--- config.mk ---
export PLATFORM = sky130hd
export DESIGN_NAME = fetch_unit
export DESIGN_NICKNAME = d
export VERILOG_FILES = /design/src/rtl/fetch_unit_pkg.sv /design/src/rtl/fetch_unit_queue.sv /design/src/rtl/fetch_unit.sv
export SDC_FILE = /design/constraint.sdc
export NUM_CORES = 1
export LEC_CHECK = 0
export BUFFER_PORTS_ARGS = -buffer_cell sky130_fd_sc_hd__buf_2
export CAP_MARGIN = 30
export CORE_ASPECT_RATIO = 1.4
export CORE_UTILIZATION = 45
export DETAILED_ROUTE_END_ITERATION = 12
export GPL_ROUTABILITY_DRIVEN = 0
export GPL_TIMING_DRIVEN = 0
export PLACE_DENSITY = 0.75
export SLEW_MARGIN = 20
export SYNTH_ARGS = -nofsm -noshare
export SYNTH_HDL_FRONTEND = slang
export SYNTH_HIERARCHICAL = 1
export SYNTH_SLANG_ARGS = --single-unit
--- constraint.sdc ---
create_clock -name clk -period 5.39 [get_ports clk]
set_input_delay 0.8085 -clock clk [delete_from_list [all_inputs] [get_ports clk]]
set_output_delay 0.8085 -clock clk [all_outputs]
set_load 0.1 [all_outputs]
--- src/rtl/fetch_unit_pkg.sv ---
// Shared LC-3b types for the fetch stage.
// Word, queue entry and fetch FSM state.
package lc3b_types;

    typedef logic [15:0] lc3b_word;

    typedef struct packed {
        lc3b_word pc;
        lc3b_word instr;
    } lc3b_fetch_entry;

    typedef enum logic [1:0] {
        FETCH_IDLE,
        FETCH_REQ,
        FETCH_DISCARD
    } lc3b_fetch_state;

    function automatic lc3b_word pc_inc(lc3b_word a);
        return a + 16'd2;
    endfunction

endpackage

--- src/rtl/fetch_unit_queue.sv ---
// Small FIFO of fetched {pc, instr} entries.
// Flush empties it in one cycle and wins over push/pop.
module fetch_queue
    import lc3b_types::*;
#(
    parameter int DEPTH = 2,
    parameter int PW    = $clog2(DEPTH),
    parameter int CW    = $clog2(DEPTH) + 1
) (
    input  logic            clk,
    input  logic            reset,
    input  logic            flush,
    input  logic            push,
    input  lc3b_fetch_entry push_data,
    input  logic            pop,
    output lc3b_fetch_entry head,
    output logic [CW-1:0]   count
);

    lc3b_fetch_entry mem [DEPTH];
    logic [PW-1:0] head_ptr;
    logic [PW-1:0] tail_ptr;

    // Storage write; contents are don't-care while the queue is empty.
    always_ff @(posedge clk) begin
        if (push && !flush) begin
            mem[tail_ptr] <= push_data;
        end
    end

    // Pointer and occupancy tracking; pointers wrap naturally.
    always_ff @(posedge clk or posedge reset) begin
        if (reset) begin
            head_ptr <= '0;
            tail_ptr <= '0;
            count    <= '0;
        end else if (flush) begin
            head_ptr <= '0;
            tail_ptr <= '0;
            count    <= '0;
        end else begin
            if (push) tail_ptr <= tail_ptr + 1'b1;
            if (pop)  head_ptr <= head_ptr + 1'b1;
            count <= count + CW'(push) - CW'(pop);
        end
    end

    assign head = mem[head_ptr];

endmodule

--- src/rtl/fetch_unit.sv ---
// LC-3b instruction fetch stage: PC, imem handshake,
// and a small queue feeding decode.
module fetch_unit
    import lc3b_types::*;
#(
    parameter lc3b_word RESET_PC = 16'h0000,
    parameter int       DEPTH    = 2
) (
    input  logic        clk,
    input  logic        reset,
    input  logic        redirect,
    input  logic [15:0] redirect_target,
    output logic        imem_read,
    output logic [15:0] imem_address,
    input  logic        imem_resp,
    input  logic [15:0] imem_rdata,
    output logic        out_valid,
    input  logic        out_ready,
    output logic [15:0] out_instr,
    output logic [15:0] out_pc,
    output logic [15:0] out_pc_plus2
);

    localparam int CW = $clog2(DEPTH) + 1;

    lc3b_fetch_state state, state_n;
    lc3b_word        pc, pc_n;
    lc3b_word        req_addr, req_addr_n;
    lc3b_word        target;

    logic            push, pop, flush, empty;
    logic [CW-1:0]   count, occ_after_pop;
    lc3b_fetch_entry head, push_data;

    assign target        = redirect_target & 16'hFFFE;
    assign empty         = (count == '0);
    assign out_valid     = !empty && !redirect;
    assign pop           = out_valid && out_ready;
    assign occ_after_pop = count - CW'(pop);
    assign push_data     = '{pc: req_addr, instr: imem_rdata};

    assign imem_read     = (state != FETCH_IDLE);
    assign imem_address  = req_addr;

    assign out_instr     = empty ? 16'h0000 : head.instr;
    assign out_pc        = empty ? 16'h0000 : head.pc;
    assign out_pc_plus2  = empty ? 16'h0000 : pc_inc(head.pc);

    // State, fetch PC and in-flight address registers.
    always_ff @(posedge clk or posedge reset) begin
        if (reset) begin
            state    <= FETCH_IDLE;
            pc       <= RESET_PC;
            req_addr <= RESET_PC;
        end else begin
            state    <= state_n;
            pc       <= pc_n;
            req_addr <= req_addr_n;
        end
    end

    // Next-state logic; redirect overrides everything and a read
    // already on the bus is always drained before a new one.
    always_comb begin
        state_n    = state;
        pc_n       = pc;
        req_addr_n = req_addr;
        push       = 1'b0;
        flush      = 1'b0;
        if (redirect) begin
            flush = 1'b1;
            pc_n  = target;
            unique case (state)
                FETCH_IDLE: begin
                    state_n    = FETCH_REQ;
                    req_addr_n = target;
                end
                FETCH_REQ,
                FETCH_DISCARD: begin
                    if (imem_resp) begin
                        state_n    = FETCH_REQ;
                        req_addr_n = target;
                    end else begin
                        state_n = FETCH_DISCARD;
                    end
                end
                default: state_n = FETCH_IDLE;
            endcase
        end else begin
            unique case (state)
                FETCH_IDLE: begin
                    if (occ_after_pop < CW'(DEPTH)) begin
                        state_n    = FETCH_REQ;
                        req_addr_n = pc;
                    end
                end
                FETCH_REQ: begin
                    if (imem_resp) begin
                        push = 1'b1;
                        pc_n = pc_inc(pc);
                        if (occ_after_pop + 1'b1 == CW'(DEPTH)) begin
                            state_n = FETCH_IDLE;
                        end else begin
                            req_addr_n = pc_inc(pc);
                        end
                    end
                end
                FETCH_DISCARD: begin
                    if (imem_resp) begin
                        state_n    = FETCH_REQ;
                        req_addr_n = pc;
                    end
                end
                default: state_n = FETCH_IDLE;
            endcase
        end
    end

    fetch_queue #(
        .DEPTH(DEPTH)
    ) u_queue (
        .clk      (clk),
        .reset    (reset),
        .flush    (flush),
        .push     (push),
        .push_data(push_data),
        .pop      (pop),
        .head     (head),
        .count    (count)
    );

endmodule
==> Word level (Yosys, flattened, before mapping) <==
Memories as Yosys holds them, arrays and structs flattened.
Cells that the tools add are included.
{ "totals": {"register_bits": 38, "ramBits": 64, "inputBits": 37, "output_inout_bits": 66, "wordCells": 77, "n_memories": 1} }
{ "op_classes": {"add_sub_neg": 8, "order_cmp": 1, "n_eq_ne": 10, "mux": 33, "n_reduce_logical": 18} }
{ "mem_list": {"columns": ["memory", "depth", "word_bits", "rd", "rd_ports_with_merged_regs", "wr", "line_no", "source"], "rows": [
  ["u_queue.mem", 2, 32, 1, 0, 1, "fetch_unit_queue.sv:20", "lc3b_fetch_entry mem [DEPTH];"]
]} }
{ "op_table": {"columns": ["op", "n"], "rows": [
  ["$mux 16", 12],
  ["$pmux 16 s3", 1],
  ["$add 16x2->16 const B", 2],
  ["$pmux 16 s2", 1],
  ["$ne 3x3->1 const B", 6],
  ["$mux 2", 7],
  ["$mux 1", 10],
  ["$reduce_bool 2->1", 5],
  ["$reduce_and 7->1", 1],
  ["$pmux 2 s3", 1],
  ["$eq 2x2->1 const B", 2],
  ["$logic_not 2->1", 2],
  ["$pmux 2 s2", 1],
  ["$reduce_and 4->1", 1],
  ["$reduce_bool 4->1", 1],
  ["$sub 2x1->2", 2],
  ["$logic_and 1x1->1", 3],
  ["$logic_not 1->1", 3],
  ["$ne 3x1->1 const B", 1],
  ["$add 1x1->1 const B", 2],
  ["$add 2x1->2", 1],
  ["$add 2x1->2 const B", 1],
  ["$eq 2x1->1 const B", 1],
  ["$lt 2x2->1 const B", 1],
  ["other kinds (2)", 2]
]} }

==> Depth between registers and ports, before layout <==
{ "logic_depth": {"word_depth": 11, "ltp_mapped": 11, "ltp_nobuf": 9} }

==> Modules after synthesis <==
The synthesis kept the hierarchy.
{ "modules_own_cells": {"columns": ["module", "n_inst", "cells_per_inst", "area_each_um2", "seq_area_each_um2"], "rows": [
  ["fetch_queue", 1, 118, 2672.6, 2021.9],
  ["fetch_unit", 1, 314, 2552.4, 825.8]
]} }

==> Worst setup path after synthesis <==
Ideal clock, no wire load.
{ "synth_timing": {"kind": "input port to flip-flop", "start": "in imem_resp", "end": "mem u_queue/mem[0][0] (netlist name) (enable)", "setup_ps": 468, "t_arrival_ps": 3853, "required_ps": 4922, "slack_ps": 1069, "stages": 4, "path_buffers": 1, "cell_sequence": "clkbuf_1 -> nand2_1 -> nor2_1 -> nor3b_1"} }
{ "synth_via": {"elab_chain_len": 6} }
{ "synth_lines": {"columns": ["item", "line_no", "source"], "rows": [
  ["start: declaration", "fetch_unit.sv:15", "input logic imem_resp,"],
  ["$mux 1", "fetch_unit.sv:98", "if (imem_resp) begin"],
  ["$mux 1", "fetch_unit.sv:90", "unique case (state)"],
  ["$mux 1", "fetch_unit.sv:70", "if (redirect) begin"],
  ["via push", "fetch_unit.sv:31", "logic push, pop, flush, empty;"],
  ["$logic_and 1x1->1", "fetch_unit_queue.sv:26", "if (push && !flush) begin"],
  ["$mux 1", "fetch_unit_queue.sv:26", null],
  ["$mux 1 (implied by the code)", "fetch_unit_queue.sv:27", "mem[tail_ptr] <= push_data;"],
  ["end: declaration", "fetch_unit_queue.sv:20", null]
]} }
The timed path passes the listed nets, and every way through them passes these cells.

==> metrics.txt <==
Clock transition at path regs 70 ps; arrival time at the worst endpoint 2980 ps; top cells by count, synth sky130_fd_sc_hd__edfxtp_1, sky130_fd_sc_hd__nor2_1, sky130_fd_sc_hd__dfrtp_1; Row Count 46; post-route minimum period 3790 ps; CTS Hold Buffers Added 0; detailed-route DRC error count 0; crit path cell chain buf_6 > buf_12 > mux2_4 > ha_1 > nand2_1 > nor4_1 > nand3_1 > xor2_1 > nor2_1 > buf_2; most common cell in the synthesized netlist sky130_fd_sc_hd__edfxtp_1; clock skew after layout 5.53 ps; Slowest cell on crit path sky130_fd_sc_hd__nor4_1; RSZ-0062 raised after global routing false; number of enable flip-flop cells after synthesis 64; Reg2Reg Capture Point imem_address[14]; number of DRC markers in iteration 0 202; Max H-tree Level 3; number of global-route vias before repair 3551; total number of vias 3556; per-instance average area after synthesis 12.1 um2; largest net degree at the start of global routing 34; Num Clock Sinks 101; Final Max Tran Viols 0; ratio of final minimum period to clock period 70.4%; max-capacitance violation count 0; peak fanout along the critical path 10; clk_lat worst skew 340 ps; die boundary height 129 um; die outline area 12100 um2; clock tree from TritonCTS built; detailed-route vias per instance 5.12; share of the synthesized area in the top cell type 36.8%; cell type with the highest aggregate area in the netlist sky130_fd_sc_hd__edfxtp_1; Yosys warning total 6; dominant register cell in the synthesized netlist sky130_fd_sc_hd__edfxtp_1; number of antenna repair diodes 0; average routed wire per standard cell 15.4 um; global-route wire length before repair 17000 um; number of cells on the worst reg-to-reg path 11; NumNets Final 592; number of buffers created by CTS 9; final setup violation count 0; worst-case clock buffer depth 2; total I/O pin count 103; origin of the critical flop-to-flop path u_queue/count[1]; Floorplan Core Area 11300 um2; Crit. Startpoint u_queue/head_ptr; post-cts gate resize count 0; pin slew with the least headroom to its limit 778 ps; die width 93.1 um; area taken by flip-flops and latches 2850 um2; # Post-CTS Setup Buffers 0; global-route total usage across every layer 18.4%; Final Hold Viols 0; sum of overflow across all layers after global routing 0; R2R setup slack 2380 ps; estimated wirelength of the detail-placed design 8060 um; Netlist cell types 43; worst rel slew slack 48.1%; share of synthesized flip-flops with an asynchronous set or reset 36.6%; result of the run completed; type of the worst min-delay path input pin to async pin; Netlist Area Pre-Place 5230 um2; Critical Path Source Type flip-flop; critical path endpoint category primary output; number of fillers in the final layout 952; cell types with the largest area share after synthesis sky130_fd_sc_hd__edfxtp_1, sky130_fd_sc_hd__dfrtp_1, sky130_fd_sc_hd__mux2_4; Synth-to-Final Area Change 19.6%; TritonRoute pass-1 iters 4; master cell of the clock root buffer sky130_fd_sc_hd__clkbuf_16; synthesized netlist cell count 432; combined area of the multi-input logic cells 2170 um2; share of cells above drive strength 1 31.4%; Req. time, crit path 4580 ps; slowest stage delay, CP 560 ps; antenna-violating nets left 0; Fmax achieved 264 MHz; count of input and output buffers 100; type of the worst setup path flip-flop to primary output; total routed wirelength 10700 um; count of state elements after synthesis 101; Initial Util 46.1%; antenna violations before repair 0; worst hold slack after final layout 351 ps; sequential element share of the synthesized area 54.5%; total nets after synthesis 478
layer usage:
layer | global-route usage (%) | wire length [um] | up-vias
met4 | 8.14 | 260 | 0
met3 | 2.93 | 428 | 16
met1 | 20.2 | 4200 | 1682
met2 | 34.6 | 5820 | 121
met5 | 0 | 0 | -
li1 | - | - | 1737
worst max-delay path, delay by kind of cell (launching register included):
kind | cells | cell delay, ps
AND/OR/NAND/NOR | 4 | 940
multiplexers | 1 | 220
adder cells (fa/ha/maj) | 1 | 200
buffers and inverters | 3 | 740
flip-flops | 1 | 370
XOR/XNOR | 1 | 170
final cells by class:
cell class	instances	area share, %
Clock inverter	7	1.46
Buffer	23	2.68
Tap cell	144	2.88
Multi-Input combinational cell	296	34.7
Inverter	12	0.721
Clock buffer	9	3.60
Sequential cell	101	45.6
Timing Repair Buffer	103	8.37
worst max path at each step:
stage               cells past startpoint  slack [ps]                 end
floorplan                               4        1070   u_queue/mem[0][0]
detailed placement                     12        1810    imem_address[14]
finish                                 10        1600    out_pc_plus2[15]
global route                           10        1420    out_pc_plus2[15]
global placement                        5        -350  u_queue/mem[0][29]
CTS                                    10        1570    out_pc_plus2[15]
registers in the layout, summed over array words and instances (netlist names):
name / cells
imem_address: 16
pc: 15
state: 2
u_queue/count: 2
u_queue/head_ptr: 1
u_queue/mem: 64
u_queue/tail_ptr: 1
logic make-up (layout without fill, tap and decap cells):
logic type                 after synthesis  after routing  synth area share, %
and+or+nand+nor                        155            155                 14.9
buffers and inverters                   35            154                 4.07
AOI/OAI and AO/OA                       43             43                 4.96
muxes                                   47             47                 12.1
xor gates and xnor gates                42             42                 7.30
adders and majority gates                9              9                 2.16
DFF                                    101            101                 54.5
cell usage in the layout (no fill, tap or decap), types with 4 or more instances in the layout:
master,instances
sky130_fd_sc_hd__mux2i_1,9
sky130_fd_sc_hd__xor2_1,22
sky130_fd_sc_hd__clkbuf_16,9
sky130_fd_sc_hd__buf_4,7
sky130_fd_sc_hd__o31ai_1,4
sky130_fd_sc_hd__and3_1,4
sky130_fd_sc_hd__nor2_1,40
sky130_fd_sc_hd__nand2_1,31
sky130_fd_sc_hd__mux2_4,30
sky130_fd_sc_hd__a21boi_0,4
sky130_fd_sc_hd__nand4_1,4
sky130_fd_sc_hd__nor3_1,9
sky130_fd_sc_hd__ha_1,9
sky130_fd_sc_hd__clkbuf_1,10
sky130_fd_sc_hd__nand2b_1,4
sky130_fd_sc_hd__xnor2_1,19
sky130_fd_sc_hd__o21ai_0,16
sky130_fd_sc_hd__mux2_2,8
sky130_fd_sc_hd__dfrtp_1,37
sky130_fd_sc_hd__nor2b_1,36
sky130_fd_sc_hd__buf_2,102
sky130_fd_sc_hd__edfxtp_1,64
sky130_fd_sc_hd__nand3_1,16
sky130_fd_sc_hd__inv_1,11
sky130_fd_sc_hd__a21oi_1,11
per-stage QoR:
stage	worst slack, ps	cell area (um2)	utilization (%)	TNS, ps	instances
floorplan	1070	5230	-	0	432
global placement	-348	5910	52.1	-11080	676
detailed placement	1810	5930	52.3	0	679
CTS	1570	6250	55.1	0	695
global route	1420	6250	55.1	0	695
finish	1600	6250	55.1	0	695
Power is left out: the tool's default activity adds up to more than one toggle a clock period on the data nets, which glitch-free logic cannot reach.
